File: src/rtl/fsm_trace_logger_pkg.sv
// Shared widths, state codes and record layout for the FSM transition trace logger.
package fsm_trace_pkg;

    localparam int STATE_W = 3;
    localparam int DWELL_W = 8;
    localparam int REC_W   = 2 * STATE_W + DWELL_W;

    localparam logic [STATE_W-1:0] S_IDLE  = 3'd0;
    localparam logic [STATE_W-1:0] S_ONE   = 3'd1;
    localparam logic [STATE_W-1:0] S_TWO   = 3'd2;
    localparam logic [STATE_W-1:0] S_THREE = 3'd3;
    localparam logic [STATE_W-1:0] S_LOCK  = 3'd4;

    // Record layout, MSB first: {from, to, dwell}
    localparam int DWELL_LSB = 0;
    localparam int TO_LSB    = DWELL_W;
    localparam int FROM_LSB  = DWELL_W + STATE_W;

    function automatic logic [REC_W-1:0] pack_record(
        input logic [STATE_W-1:0] from_code,
        input logic [STATE_W-1:0] to_code,
        input logic [DWELL_W-1:0] dwell
    );
        return {from_code, to_code, dwell};
    endfunction

endpackage

File: src/rtl/fsm_trace_logger_if.sv
// Read-side bus of the trace FIFO: the host pops records and watches occupancy.
interface fsm_trace_logger_if #(
    parameter int REC_W = fsm_trace_pkg::REC_W,
    parameter int CNT_W = 4
);

    logic             rd_en;
    logic [REC_W-1:0] rd_data;
    logic             empty;
    logic             full;
    logic [CNT_W-1:0] count;

    modport master (output rd_en, input rd_data, empty, full, count);
    modport slave  (input rd_en, output rd_data, empty, full, count);

endinterface

File: src/rtl/fsm_trace_logger_fifo.sv
// First-word-fall-through register FIFO; a push that cannot fit is dropped and flagged.
module trace_fifo #(
    parameter int WIDTH = 14,
    parameter int DEPTH = 8
) (
    input  logic                     clk,
    input  logic                     clr_n,
    input  logic                     push,
    input  logic [WIDTH-1:0]         push_data,
    input  logic                     pop,
    output logic [WIDTH-1:0]         pop_data,
    output logic                     empty,
    output logic                     full,
    output logic [$clog2(DEPTH):0]   count,
    output logic                     drop
);

    localparam int AW = $clog2(DEPTH);

    logic [WIDTH-1:0] mem [DEPTH];
    logic [AW:0]      wr_ptr;
    logic [AW:0]      rd_ptr;
    logic             pop_ok;
    logic             push_ok;

    assign empty = (wr_ptr == rd_ptr);
    assign full  = (wr_ptr[AW] != rd_ptr[AW]) && (wr_ptr[AW-1:0] == rd_ptr[AW-1:0]);
    assign count = wr_ptr - rd_ptr;

    // A pop frees the slot in the same edge, so a full FIFO can still accept a push.
    assign pop_ok  = pop && !empty;
    assign push_ok = push && (!full || pop_ok);
    assign drop    = push && !push_ok;

    assign pop_data = empty ? '0 : mem[rd_ptr[AW-1:0]];

    always_ff @(posedge clk or negedge clr_n) begin
        if (!clr_n) begin
            wr_ptr <= '0;
            rd_ptr <= '0;
        end else begin
            if (push_ok) wr_ptr <= wr_ptr + 1'b1;
            if (pop_ok)  rd_ptr <= rd_ptr + 1'b1;
        end
    end

    always_ff @(posedge clk) begin
        if (push_ok) mem[wr_ptr[AW-1:0]] <= push_data;
    end

endmodule

File: src/rtl/fsm_trace_logger.sv
// Watches the upstream FSM state code, logs every transition with its dwell time,
// and keeps lock / illegal-code / overflow status for the host.
module fsm_trace_logger
    import fsm_trace_pkg::*;
#(
    parameter int                 DEPTH     = 8,
    parameter logic [STATE_W-1:0] LOCK_CODE = S_LOCK,
    parameter logic [STATE_W-1:0] MAX_CODE  = S_LOCK
) (
    input  logic                clk,
    input  logic                clr_n,
    input  logic [STATE_W-1:0]  state_in,
    input  logic                stat_clr,
    fsm_trace_logger_if.slave   rd,
    output logic                overflow,
    output logic                locked,
    output logic                lock_seen,
    output logic                illegal
);

    logic [STATE_W-1:0] prev_q;
    logic [DWELL_W-1:0] dwell_q;
    logic               change;
    logic               is_lock;
    logic               is_illegal;
    logic               drop;
    logic [REC_W-1:0]   record;

    assign change     = (state_in != prev_q);
    assign is_lock    = (state_in == LOCK_CODE);
    assign is_illegal = (state_in > MAX_CODE);
    assign record     = pack_record(prev_q, state_in, dwell_q);

    // prev_q resets to the upstream reset code, so the first real transition is logged.
    always_ff @(posedge clk or negedge clr_n) begin
        if (!clr_n) begin
            prev_q  <= S_IDLE;
            dwell_q <= '0;
        end else if (change) begin
            prev_q  <= state_in;
            dwell_q <= DWELL_W'(1);
        end else if (dwell_q != '1) begin
            dwell_q <= dwell_q + 1'b1;
        end
    end

    // A flag raised in the same cycle as stat_clr must survive the clear.
    always_ff @(posedge clk or negedge clr_n) begin
        if (!clr_n) begin
            overflow  <= 1'b0;
            locked    <= 1'b0;
            lock_seen <= 1'b0;
            illegal   <= 1'b0;
        end else begin
            locked    <= is_lock;
            overflow  <= drop       || (overflow  && !stat_clr);
            lock_seen <= is_lock    || (lock_seen && !stat_clr);
            illegal   <= is_illegal || (illegal   && !stat_clr);
        end
    end

    trace_fifo #(
        .WIDTH (REC_W),
        .DEPTH (DEPTH)
    ) u_fifo (
        .clk       (clk),
        .clr_n     (clr_n),
        .push      (change),
        .push_data (record),
        .pop       (rd.rd_en),
        .pop_data  (rd.rd_data),
        .empty     (rd.empty),
        .full      (rd.full),
        .count     (rd.count),
        .drop      (drop)
    );

endmodule

File: src/flat_wrapper.sv
// flat-port wrapper written by rule: the top's interface ports become plain ports
module fsm_trace_logger_flat import fsm_trace_pkg::*;
#(
    parameter int                 DEPTH     = 8,
    parameter logic [STATE_W-1:0] LOCK_CODE = S_LOCK,
    parameter logic [STATE_W-1:0] MAX_CODE  = S_LOCK
)
  (clk, clr_n, state_in, stat_clr, overflow, locked, lock_seen, illegal, rd_rd_en, rd_rd_data, rd_empty, rd_full, rd_count);
  fsm_trace_logger_if #(.REC_W(REC_W), .CNT_W((4))) rd_i ();
  input  logic clk;
  input  logic clr_n;
  input  logic [STATE_W-1:0] state_in;
  input  logic stat_clr;
  output logic overflow;
  output logic locked;
  output logic lock_seen;
  output logic illegal;
  input wire logic [$bits(rd_i.rd_en)-1:0] rd_rd_en;
  output wire logic [$bits(rd_i.rd_data)-1:0] rd_rd_data;
  output wire logic [$bits(rd_i.empty)-1:0] rd_empty;
  output wire logic [$bits(rd_i.full)-1:0] rd_full;
  output wire logic [$bits(rd_i.count)-1:0] rd_count;
  assign rd_i.rd_en = rd_rd_en;
  assign rd_rd_data = rd_i.rd_data;
  assign rd_empty = rd_i.empty;
  assign rd_full = rd_i.full;
  assign rd_count = rd_i.count;
  fsm_trace_logger #(.DEPTH(DEPTH), .LOCK_CODE(LOCK_CODE), .MAX_CODE(MAX_CODE)) u_core (.clk(clk), .clr_n(clr_n), .state_in(state_in), .stat_clr(stat_clr), .rd(rd_i), .overflow(overflow), .locked(locked), .lock_seen(lock_seen), .illegal(illegal));
endmodule
File: config.mk
export PLATFORM = sky130hd
export DESIGN_NAME = fsm_trace_logger_flat
export DESIGN_NICKNAME = d
export VERILOG_FILES = /design/src/rtl/fsm_trace_logger_pkg.sv /design/src/rtl/fsm_trace_logger_if.sv /design/src/rtl/fsm_trace_logger_fifo.sv /design/src/rtl/fsm_trace_logger.sv /design/src/flat_wrapper.sv
export SDC_FILE = /design/constraint.sdc
export NUM_CORES = 1
export LEC_CHECK = 0
export CAP_MARGIN = 20
export CORE_UTILIZATION = 55
export CTS_BUF_LIST = sky130_fd_sc_hd__clkbuf_8
export DETAILED_ROUTE_END_ITERATION = 6
export PLACE_DENSITY = 0.78
export SLEW_MARGIN = 20
export SYNTH_ARGS = -nofsm -noshare
export SYNTH_HDL_FRONTEND = slang
export SYNTH_SLANG_ARGS = --single-unit
File: constraint.sdc
create_clock -name clk -period 6.9 [get_ports clk]
set_input_delay 1.38 -clock clk [delete_from_list [all_inputs] [get_ports clk]]
set_output_delay 1.38 -clock clk [all_outputs]
set_load 0.02 [all_outputs]
==> run_results.csv <==
group,metric,value,unit
sta,fin_skew,15.82,ps
sta,min_period,4692,ps
global_route,grt_usage,23.15,%
worst_setup_path,worstPathCellList,"buf_4 > mux2i_1 > a22oi_1 > nand2_1 > a221oi_1 > clkdlybuf4s50_1",
global_route,grt_start_max_net_pins,35,
clock_tree,numCtsBuffers,17,
global_route,grt_pass1_wl,16940,microns
worst_setup_path,reg2reg_slack,3990,ps
global_route,antenna_found_initial,0,
global_route,busiest_layer,"met2",
worst_setup_path,path_buf_inv,2,
worst_setup_path,worstPathArrival,3310,ps
routing,wire_per_inst,20.57,microns
cells_and_area,area_growth,15.98,%
floorplan,rows,36,
floorplan,die-area,10450,sq um
routing,viasPerCell,5.848,
worst_setup_path,cp_max_fo,34,
worst_hold_path,min_path_cells,1,
yosys,synth_edf_count,112,
worst_setup_path,crit_type,"flip-flop to output port",
global_route,grt_pass1_vias,3095,
yosys,synth.top_cells.by_count,"edfxtp_1, mux2i_1, dfrtp_1",
clock_tree,cts.repair.resized,0,
yosys,netlist_area,5527,sq um
yosys,synth_flop_cell,"edfxtp_1",
yosys,synth.area.top_cells,"edfxtp_1, dfrtp_1, mux2i_1",
yosys,ys_async_sr_fraction,17.04,%
run,drv_cap,0,
cells_and_area,diodes,0,
yosys,synth_most_common_cell,"edfxtp_1",
placed_design,io_buffers,30,
worst_setup_path,max_stage_delay,860,ps
sta,drv_slew,0,
clock_tree,cts_setup_buffers,0,
yosys,yosys_warnings,0,
clock_tree,cts_hold_buf,0,
global_route,use_met2,38.93,%
routing,ant_nets,0,
worst_setup_path,cp-start-kind,"flip-flop",
yosys,synth_top_area_cell,"edfxtp_1",
power_and_ir_drop,p_per_area,497.8,nW/um^2
worst_setup_path,cp_num_cells,6,
worst_setup_path,crit_slowest_cell,"dfrtp_2",
routing,drt-initial-drc-count,264,
yosys,synthCells,344,
sta,period_share,67.99,%
status,status,"finished clean",
worst_setup_path,r2r_start,"u_core.u_fifo.rd_ptr[0]$_DFFE_PN0P_",
worst_setup_path,rr_worst_depth,6,
clock_tree,clk_latency,430,ps
cells_and_area,fin_util,65.58,%
worst_hold_path,hold_end,"u_core.lock_seen$_DFF_PN0_",
worst_setup_path,regToRegEndpoint,"u_core.u_fifo.mem[6][9]$_DFFE_PP_",
sta,max_freq,213.2,MHz
worst_hold_path,hp-start,"u_core.lock_seen$_DFF_PN0_",
floorplan,core-area,9774,sq um
yosys,yosysSeqAreaShare,71.27,%
floorplan,initial_core_util,56.54,%
cells_and_area,drive_gt1_share,13.75,%
routing,first_pass_iters,5,
floorplan,pin_count,31,
power_and_ir_drop,p_leak,2.500,nW
yosys,yosys_register_bits,135,
clock_tree,cts_tree,"yes",
worst_setup_path,required,5520,ps
clock_tree,clk_pin_slew,70,ps
sta,fin_tns_setup,0,ps
global_route,grt_use_met1,29.26,%
global_route,gr-usage-met3,4.446,%
yosys,synth_cell_types,41,
clock_tree,clk_path_buf_depth,2,
yosys,syn_nets,358,
worst_setup_path,crit_path_end_kind,"output port",
routing,routed_wl,10960,microns
sta,worstMarginPinSlew,858.8,ps
sta,slew-limit-headroom,42.69,%
floorplan,die_h,102.2,microns
worst_hold_path,holdCritPathClass,"flip-flop to flip-flop",
clock_tree,cts_num_sinks,135,
sta,hold_viol,0,
cells_and_area,fin_nets,401,
routing,via_count,3117,
routing,route.detailed.drc,0,
worst_setup_path,cpLargestDelayFamily,"buffers and inverters",
global_route,grt_overflow,0,
sta,setup_violations,0,
yosys,syn-mean-instance-area,16.07,sq um
yosys,yosysTopAreaCellShare,60.86,%
placed_design,gp_congestion,0.7925,
power_and_ir_drop,ir_worst_vdd,0.2651,mV
sta,rsz0062_at_grt,"no",
placed_design,dp.final_hpwl,6524,microns
floorplan,die_w,102.2,microns
clock_tree,root_buffer,"clkbuf_8",
cells_and_area,fillerInstances,696,
clock_tree,htreeDepth,4,
## metrics by stage
| step | area, sq um | total power, mW | worst slack, ps | instances | hold WS (ps) |
|---|---|---|---|---|---|
| floorplan | 5527 | 2.044 | 3323 | 344 | 496.7 |
| global placement | 6011 | 2.556 | 2701 | 501 | 465.2 |
| detailed placement | 6020 | 2.583 | 2662 | 501 | 486.1 |
| CTS | 6410 | 3.213 | 2186 | 533 | 502.9 |
| global route | 6410 | 3.351 | 1983 | 533 | 518.9 |
| finish | 6410 | 3.191 | 2209 | 533 | 495.6 |
## flip-flops by register name, summed over array words and instances (netlist names)
| register | count |
|---|---|
| u_core.u_fifo.rd_ptr | 4 |
| u_core.lock_seen | 1 |
| u_core.dwell_q | 8 |
| u_core.u_fifo.mem | 112 |
| u_core.locked | 1 |
| u_core.prev_q | 3 |
| u_core.illegal | 1 |
| u_core.u_fifo.wr_ptr | 4 |
| u_core.overflow | 1 |
## metal layers
metal  routed length [microns]  share of wire (%)
met1                      4558                 42
met2                      5646                 51
met3                       545                5.0
met4                       214                2.0
met5                         0                  0
## power breakdown
group          internal, mW  leakage, nW  total, mW  switching, mW
registers              1.10         1.32       1.22          0.125
logic                 0.592        0.988       1.34          0.745
clock network         0.323        0.196      0.633          0.310
## kinds of logic (layout without fill, tap and decap cells)
| kind of cell | count (synthesis) | in the layout | synth area share (%) |
|---|---|---|---|
| flip-flops | 135 | 135 | 71.27 |
| buffers and inverters | 28 | 84 | 2.354 |
| adder cells (fa/ha/maj) | 7 | 7 | 1.721 |
| XOR/XNOR | 13 | 13 | 2.196 |
| AND/OR/NAND/NOR | 60 | 60 | 5.773 |
| multiplexers | 59 | 59 | 10.80 |
| AO/OA/AOI/OAI | 42 | 42 | 5.886 |
## cell type report
| cell class | count | area [sq um] | share of cell area, % |
|---|---|---|---|
| repair buffers | 40 | 375.4 | 5.856 |
| flip-flops and latches | 135 | 3940 | 61.47 |
| clock inverters | 15 | 156.4 | 2.440 |
| clock buffers | 17 | 234.0 | 3.650 |
| multi-input cells | 181 | 1493 | 23.29 |
| inverters | 12 | 45.04 | 0.7027 |
| well taps | 133 | 166.4 | 2.596 |
## how the worst max path moves through the flow
stage	endpoint	startpoint
global placement	rd_rd_data[10]	u_core.u_fifo.rd_ptr[0]$_DFFE_PN0P_
detailed placement	rd_rd_data[10]	u_core.u_fifo.rd_ptr[0]$_DFFE_PN0P_
CTS	rd_rd_data[10]	u_core.u_fifo.rd_ptr[0]$_DFFE_PN0P_
global route	rd_rd_data[10]	u_core.u_fifo.rd_ptr[0]$_DFFE_PN0P_
finish	rd_rd_data[10]	u_core.u_fifo.rd_ptr[0]$_DFFE_PN0P_
floorplan	u_core.u_fifo.mem[0][0]$_DFFE_PP_	state_in[2]
## layout by cell type (no fill, tap or decap), types with 2 or more instances in the layout
master and instances:
edfxtp_1 112, mux2i_1 57, clkdlybuf4s50_1 30, dfrtp_1 22, nand2_1 20, clkbuf_8 17
inv_1 14, a22oi_1 14, a221oi_1 14, xnor2_1 12, buf_4 10, nor2_1 8
nand3_1 8, ha_1 6, clkinv_4 4, nor3_2 3, nor3_1 3, a31oi_1 3
inv_6 3, clkinvlp_4 3, a21o_1 2, a21oi_1 2, nand4_2 2, o21ai_0 2
and3_1 2, o211a_1 2, bufinv_16 2
No activity file was read; power rests on OpenSTA's default activity.
